<file path="config.mk">
export PLATFORM = sky130hd
export DESIGN_NAME = branch_predict_ctrl_flat
export DESIGN_NICKNAME = d
export VERILOG_FILES = /design/src/rtl/branch_predict_ctrl_if.sv /design/src/rtl/branch_predict_ctrl.sv /design/src/flat_wrapper.sv
export SDC_FILE = /design/constraint.sdc
export NUM_CORES = 1
export LEC_CHECK = 0
export BUFFER_PORTS_ARGS = -buffer_cell sky130_fd_sc_hd__buf_2
export CAP_MARGIN = 10
export CORE_MARGIN = 2
export CORE_UTILIZATION = 55
export CTS_CLUSTER_SIZE = 30
export DETAILED_ROUTE_END_ITERATION = 16
export PLACE_DENSITY = 0.86
export SETUP_SLACK_MARGIN = 0.05
export SLEW_MARGIN = 20
export SYNTH_ARGS = -nofsm -noshare
export SYNTH_HDL_FRONTEND = slang
export SYNTH_SLANG_ARGS = --single-unit
export TNS_END_PERCENT = 5
</file>
<file path="constraint.sdc">
create_clock -name clk -period 8.1 [get_ports clk]
set_clock_uncertainty 0.1 [all_clocks]
set_input_delay 0.81 -clock clk [delete_from_list [all_inputs] [get_ports clk]]
set_output_delay 0.81 -clock clk [all_outputs]
set_load 0.03 [all_outputs]
</file>
<file path="src/rtl/branch_predict_ctrl_if.sv">
// rtl/branch_predict_ctrl_if.sv - IF predict / EX resolve / redirect bundle for the branch controller
interface branch_predict_ctrl_if #(
    parameter int CNT_W = 16
);
    logic             if_valid;
    logic             if_is_branch;
    logic [31:0]      if_pc;
    logic [31:0]      if_target;
    logic             pred_taken;
    logic [31:0]      pred_pc;
    logic             ex_valid;
    logic             ex_is_branch;
    logic             ex_jump;
    logic [31:0]      ex_pc;
    logic [31:0]      ex_target;
    logic             ex_pred_taken;
    logic             ex_branch;
    logic             redirect;
    logic [31:0]      redirect_pc;
    logic             flush;
    logic [CNT_W-1:0] br_count;
    logic [CNT_W-1:0] mispred_count;

    modport master (
        output if_valid, if_is_branch, if_pc, if_target,
        output ex_valid, ex_is_branch, ex_jump, ex_pc, ex_target, ex_pred_taken, ex_branch,
        input  pred_taken, pred_pc, redirect, redirect_pc, flush, br_count, mispred_count
    );

    modport slave (
        input  if_valid, if_is_branch, if_pc, if_target,
        input  ex_valid, ex_is_branch, ex_jump, ex_pc, ex_target, ex_pred_taken, ex_branch,
        output pred_taken, pred_pc, redirect, redirect_pc, flush, br_count, mispred_count
    );
endinterface

</file>
<file path="src/rtl/branch_predict_ctrl.sv">
// rtl/branch_predict_ctrl.sv - 2-bit BHT branch predictor with EX-stage resolve, redirect and timed flush
module branch_predict_ctrl #(
    parameter int IDX_W     = 4,
    parameter int FLUSH_CYC = 2,
    parameter int CNT_W     = 16
) (
    input logic                 clk,
    input logic                 rst_n,
    branch_predict_ctrl_if.slave bp
);
    localparam int NENT = 1 << IDX_W;
    localparam int FC_W = (FLUSH_CYC > 1) ? $clog2(FLUSH_CYC) : 1;

    typedef enum logic {IDLE, FLUSH} state_t;

    state_t           state;
    logic [FC_W-1:0]  cnt;
    logic [1:0]       bht [NENT];
    logic             redirect_r;
    logic [31:0]      redirect_pc_r;
    logic             flush_r;
    logic [CNT_W-1:0] br_cnt;
    logic [CNT_W-1:0] mis_cnt;

    logic [IDX_W-1:0] if_idx;
    logic [IDX_W-1:0] ex_idx;
    logic [1:0]       if_ctr;
    logic [1:0]       ex_ctr;
    logic             pred;
    logic             res;
    logic             mis;

    assign if_idx = bp.if_pc[IDX_W+1:2];
    assign ex_idx = bp.ex_pc[IDX_W+1:2];
    assign if_ctr = bht[if_idx];
    assign ex_ctr = bht[ex_idx];

    // Reads the pre-edge table, so a same-cycle train of this entry is not yet visible
    assign pred          = bp.if_valid & bp.if_is_branch & if_ctr[1];
    assign bp.pred_taken = pred;
    assign bp.pred_pc    = pred ? bp.if_target : bp.if_pc + 32'd4;

    assign res = bp.ex_valid & bp.ex_is_branch & (state == IDLE);
    assign mis = res & (bp.ex_branch != bp.ex_pred_taken);

    always_ff @(posedge clk or negedge rst_n) begin
        if (!rst_n) begin
            for (int i = 0; i < NENT; i++) bht[i] <= 2'b01;
            state         <= IDLE;
            cnt           <= '0;
            redirect_r    <= 1'b0;
            redirect_pc_r <= 32'd0;
            flush_r       <= 1'b0;
            br_cnt        <= '0;
            mis_cnt       <= '0;
        end else begin
            redirect_r <= 1'b0;
            if (res) begin
                br_cnt <= br_cnt + CNT_W'(1);
                if (!bp.ex_jump) begin
                    if (bp.ex_branch) begin
                        if (ex_ctr != 2'b11) bht[ex_idx] <= ex_ctr + 2'd1;
                    end else begin
                        if (ex_ctr != 2'b00) bht[ex_idx] <= ex_ctr - 2'd1;
                    end
                end
            end
            case (state)
                IDLE: begin
                    if (mis) begin
                        state         <= FLUSH;
                        redirect_r    <= 1'b1;
                        redirect_pc_r <= bp.ex_branch ? bp.ex_target : bp.ex_pc + 32'd4;
                        flush_r       <= 1'b1;
                        mis_cnt       <= mis_cnt + CNT_W'(1);
                        cnt           <= FC_W'(FLUSH_CYC - 1);
                    end
                end
                FLUSH: begin
                    if (cnt == '0) begin
                        state   <= IDLE;
                        flush_r <= 1'b0;
                    end else begin
                        cnt <= cnt - FC_W'(1);
                    end
                end
                default: state <= IDLE;
            endcase
        end
    end

    assign bp.redirect      = redirect_r;
    assign bp.redirect_pc   = redirect_pc_r;
    assign bp.flush         = flush_r;
    assign bp.br_count      = br_cnt;
    assign bp.mispred_count = mis_cnt;
endmodule

</file>
<file path="src/flat_wrapper.sv">
// flat-port wrapper written by rule: the top's interface ports become plain ports
module branch_predict_ctrl_flat 
#(
    parameter int IDX_W     = 4,
    parameter int FLUSH_CYC = 2,
    parameter int CNT_W     = 16
)
  (clk, rst_n, bp_if_valid, bp_if_is_branch, bp_if_pc, bp_if_target, bp_ex_valid, bp_ex_is_branch, bp_ex_jump, bp_ex_pc, bp_ex_target, bp_ex_pred_taken, bp_ex_branch, bp_pred_taken, bp_pred_pc, bp_redirect, bp_redirect_pc, bp_flush, bp_br_count, bp_mispred_count);
  branch_predict_ctrl_if #(.CNT_W(CNT_W)) bp_i ();
  input logic clk;
  input logic rst_n;
  input wire logic [$bits(bp_i.if_valid)-1:0] bp_if_valid;
  input wire logic [$bits(bp_i.if_is_branch)-1:0] bp_if_is_branch;
  input wire logic [$bits(bp_i.if_pc)-1:0] bp_if_pc;
  input wire logic [$bits(bp_i.if_target)-1:0] bp_if_target;
  input wire logic [$bits(bp_i.ex_valid)-1:0] bp_ex_valid;
  input wire logic [$bits(bp_i.ex_is_branch)-1:0] bp_ex_is_branch;
  input wire logic [$bits(bp_i.ex_jump)-1:0] bp_ex_jump;
  input wire logic [$bits(bp_i.ex_pc)-1:0] bp_ex_pc;
  input wire logic [$bits(bp_i.ex_target)-1:0] bp_ex_target;
  input wire logic [$bits(bp_i.ex_pred_taken)-1:0] bp_ex_pred_taken;
  input wire logic [$bits(bp_i.ex_branch)-1:0] bp_ex_branch;
  output wire logic [$bits(bp_i.pred_taken)-1:0] bp_pred_taken;
  output wire logic [$bits(bp_i.pred_pc)-1:0] bp_pred_pc;
  output wire logic [$bits(bp_i.redirect)-1:0] bp_redirect;
  output wire logic [$bits(bp_i.redirect_pc)-1:0] bp_redirect_pc;
  output wire logic [$bits(bp_i.flush)-1:0] bp_flush;
  output wire logic [$bits(bp_i.br_count)-1:0] bp_br_count;
  output wire logic [$bits(bp_i.mispred_count)-1:0] bp_mispred_count;
  assign bp_i.if_valid = bp_if_valid;
  assign bp_i.if_is_branch = bp_if_is_branch;
  assign bp_i.if_pc = bp_if_pc;
  assign bp_i.if_target = bp_if_target;
  assign bp_i.ex_valid = bp_ex_valid;
  assign bp_i.ex_is_branch = bp_ex_is_branch;
  assign bp_i.ex_jump = bp_ex_jump;
  assign bp_i.ex_pc = bp_ex_pc;
  assign bp_i.ex_target = bp_ex_target;
  assign bp_i.ex_pred_taken = bp_ex_pred_taken;
  assign bp_i.ex_branch = bp_ex_branch;
  assign bp_pred_taken = bp_i.pred_taken;
  assign bp_pred_pc = bp_i.pred_pc;
  assign bp_redirect = bp_i.redirect;
  assign bp_redirect_pc = bp_i.redirect_pc;
  assign bp_flush = bp_i.flush;
  assign bp_br_count = bp_i.br_count;
  assign bp_mispred_count = bp_i.mispred_count;
  branch_predict_ctrl #(.IDX_W(IDX_W), .FLUSH_CYC(FLUSH_CYC), .CNT_W(CNT_W)) u_core (.clk(clk), .rst_n(rst_n), .bp(bp_i));
endmodule
</file>
==> results by group <==
Synth
  – Compound-Gate Fraction of Synth Area: approximately 6.4%
  – Post-synth ARST share: 100.0%
  – Post-Synth Simple-Gate Area: 19.35%
  – Largest family of logic cells by synthesized area: simple AND/OR/NAND/NOR gates
  – EDFF count, synth: 0
  – Adder-Cell Fraction of Synth Area: 1.733%
  – Register area share after synthesis: around 39%
  – Mux cell area share after synthesis: between 10% and 20%
  – Synth unique cells: 54
  – Post-Synth XOR/XNOR Area: 11.59%
  – Net count after synthesis: roughly 800
  – Flops & latches, synth: 100
  – Post-synthesis cell count: 634
  – Synthesis Warnings: 0
  – Synth Area per Inst: just over 10 µm²
  – Mapped Area: 6499 µm²
  – Dominant synthesized flop cell: dfrtp_1

Cells and area
  – Area grow syn2layout: 23.93%
  – Fill count: 867
  – Multi-input gate area: 3757 µm²
  – Commonest non-fill, non-tap cells in the layout: buf_2, dfrtp_1, nand2_1
  – Diode count: 0
  – Most common cell after layout, fill and taps aside: buf_2
  – Nets: approximately 1000
  – Reg area: 2522 µm²
  – Layout cells sized above 1: between 40% and 50%

Critical path
  – Critical-path cell list: buf_2, mux4_1, mux2i_1, mux2_2, inv_1, ha_1, and2_1, a2111oi_2, and2_1, nand2_1, mux2_1
  – CP Class: primary input to flop
  – Arrival time at the worst endpoint: roughly 4300 ps
  – Worst path most repeated cell: and2_1
  – CP required: 8280 ps
  – CP endpoint kind: flop
  – Max FO, Critical Path: 14
  – CP peak stage delay: ~660 ps
  – CP Launch Type: primary input
  – Slowest library cell on the worst path: mux2i_1

STA
  – RSZ-0062 raised after global routing: no
  – Final setup fails: 0
  – Endpoints failing hold: 0
  – Final hold slack: between 200 and 300 ps
  – Final period util: 51.43%
  – Pins Over Slew Limit: 0
  – Worst-margin pin slew: 986.3 ps
  – Worst rel slew slack: between 30 and 40%
  – Post-route minimum period: around 4200 ps
  – F_max: between 200 and 250 MHz
  – Setup TNS: 0 ps

GRT
  – Number of global-route vias before repair: around 5700
  – GRT met2 Usage: between 40% and 50%
  – First-pass GRT wire length: roughly 28 mm
  – Initial antenna violation count: 0
  – Pin count of the biggest net entering global routing: slightly below 70
  – Remaining Overflow, GRT: 0
  – GR Util met3: 6.802%
  – Met1 Use GR: 34.36%
  – GRT Max-Usage Layer: met2
  – Total GRT Usage: between 20% and 30%

Clock tree
  – Clock network latency to the later pin of the worst-skew pair: 360 ps
  – CTS root buf: clkbuf_16
  – CTS H-Tree Depth: 3
  – CTS Hold Bufs: 0
  – CTS tree: done
  – Clock transition at path regs: 70 ps
  – CTS Sinks: 100
  – Cts bufs inserted: 9
  – Post-CTS sizing: 0
  – Clk buf depth: 2
  – Post-CTS setup repair buffer count: 0

Detailed routing
  – Drt total wl: 17.19 mm
  – Vias: 5776
  – Antenna Nets Post-Route: 0
  – DR pass1 iterations: 5
  – Avg WL per Cell: 17.10 µm
  – # DRC: 0
  – Vias/cell: between 5 and 6
  – Initial DRC Count: 375

Placement
  – GP Congestion: 0.8801
  – Post-DP HPWL: roughly 13 mm
  – PortBufs: around 240

Die
  – Die ar.: around 13000 µm²
  – FP Rows: 39
  – IO Pins: 236
  – Die Height: between 100 and 150 µm
  – Initial Utilization: approximately 57%
  – Die width: around 110 µm
  – Core area: 11470 µm²

Power
  – Pwr/cell area: approximately 210 nW/µm²
  – Leakage: just under 4 nW
  – Tot Pwr: 1.722 mW
  – Worst VDD drop: between 150 and 200 µV

Run status
  – Outcome: finished, final reports clean

Hold path
  – Hold WC Path Type: primary input to asynchronous set/reset pin

Job
  – Max-cap violations: 0
==> per-stage QoR <==
step                utilization, %  worst slack (ps)  instance area (µm²)  cells
global route                 70.23              3736                 8054   1005
CTS                          70.23              4001                 8054   1005
detailed placement           67.42              3775                 7731    989
floorplan                        -              4505                 6499    634
global placement             67.35              3878                 7724    989
finish                       70.23              3934                 8054   1005
==> worst paths after layout <==
path / startpoint / endpoint / slack [ps] / cells past startpoint
max in group asynchronous: rst_n / u_core.bp.br_count[12]$_DFFE_PN0N_ / 6420 / 2
worst max register to register: flop / flop / 4460 / 10
min in group clk: u_core.bp.mispred_count[15]$_DFFE_PN0P_ / u_core.bp.mispred_count[15]$_DFFE_PN0P_ / 360 / 1
worst max-delay path: bp_ex_pc[2] / flop / 3930 / 11
worst min register to register: u_core.bp.mispred_count[15]$_DFFE_PN0P_ / u_core.bp.mispred_count[15]$_DFFE_PN0P_ / 360 / 1
worst min-delay path: rst_n / u_core.bht[13]$_DFFE_PN0P_ / 290 / 1
==> per-layer routing <==
layer / vias to the layer above / part of all wire (%)
met5: - / 0
met4: 0 / 1.9
met3: 31 / 7.2
met2: 237 / 51
met1: 2788 / 40
li1: 2720 / -
==> area by class of cell <==
class                   instances  share of cell area [%]
multi-input cells             490                   46.65
flip-flops and latches        100                   31.32
repair buffers                239                   15.01
clock buffers                   9                   2.796
well taps                     143                   2.222
clock inverters                 7                   1.212
inverters                      17                  0.7923
==> cell usage after synthesis, types with 4 or more instances <==
cell type	count	area, µm²
nor2_1	47	176.4
mux2_1	4	45.04
and3_1	11	68.82
nand2_1	76	285.3
buf_6	6	67.56
ha_1	9	112.6
nor3_1	9	45.04
nor2b_1	6	37.54
o22ai_1	10	62.56
nand4_1	27	168.9
dfstp_2	16	420.4
clkbuf_1	8	30.03
mux2i_1	14	140.1
mux2_2	33	371.6
o211ai_1	5	37.54
and4_1	8	70.07
nor4_1	6	37.54
buf_1	5	18.77
mux2_4	28	420.4
a21oi_1	18	90.09
inv_1	15	56.30
o21ai_0	19	95.09
nand3_1	28	140.1
mux4_1	7	183.9
xnor2_1	53	464.2
buf_2	5	25.02
xor2_1	33	289.0
and2_1	7	43.79
dfrtp_1	84	2102
==> cells by family (layout without fill, tap and decap cells) <==
kind of cell    after synthesis  count (layout)
mux                          88              88
simple gates                241             241
flops                       100             100
buf+inv                      44             272
compound gates               66              66
xor+xnor                     86              86
fa+ha+maj                     9               9
==> critical path: cells and delay by family <==
kind | cells | cell delay [ps]
mux | 4 | 1930
buf+inv | 2 | 370
simple gates | 3 | 620
compound gates | 1 | 430
fa+ha+maj | 1 | 190
==> where the power goes <==
group / total (mW) / switching, mW / internal, mW / leakage (nW)
sequential: 0.686 / 0.0774 / 0.608 / 1.25
combinational: 0.574 / 0.369 / 0.205 / 2.52
clock: 0.463 / 0.214 / 0.249 / 0.155
total: 1.72 / 0.660 / 1.06 / 3.92
Power figures use the tool's default switching activity.
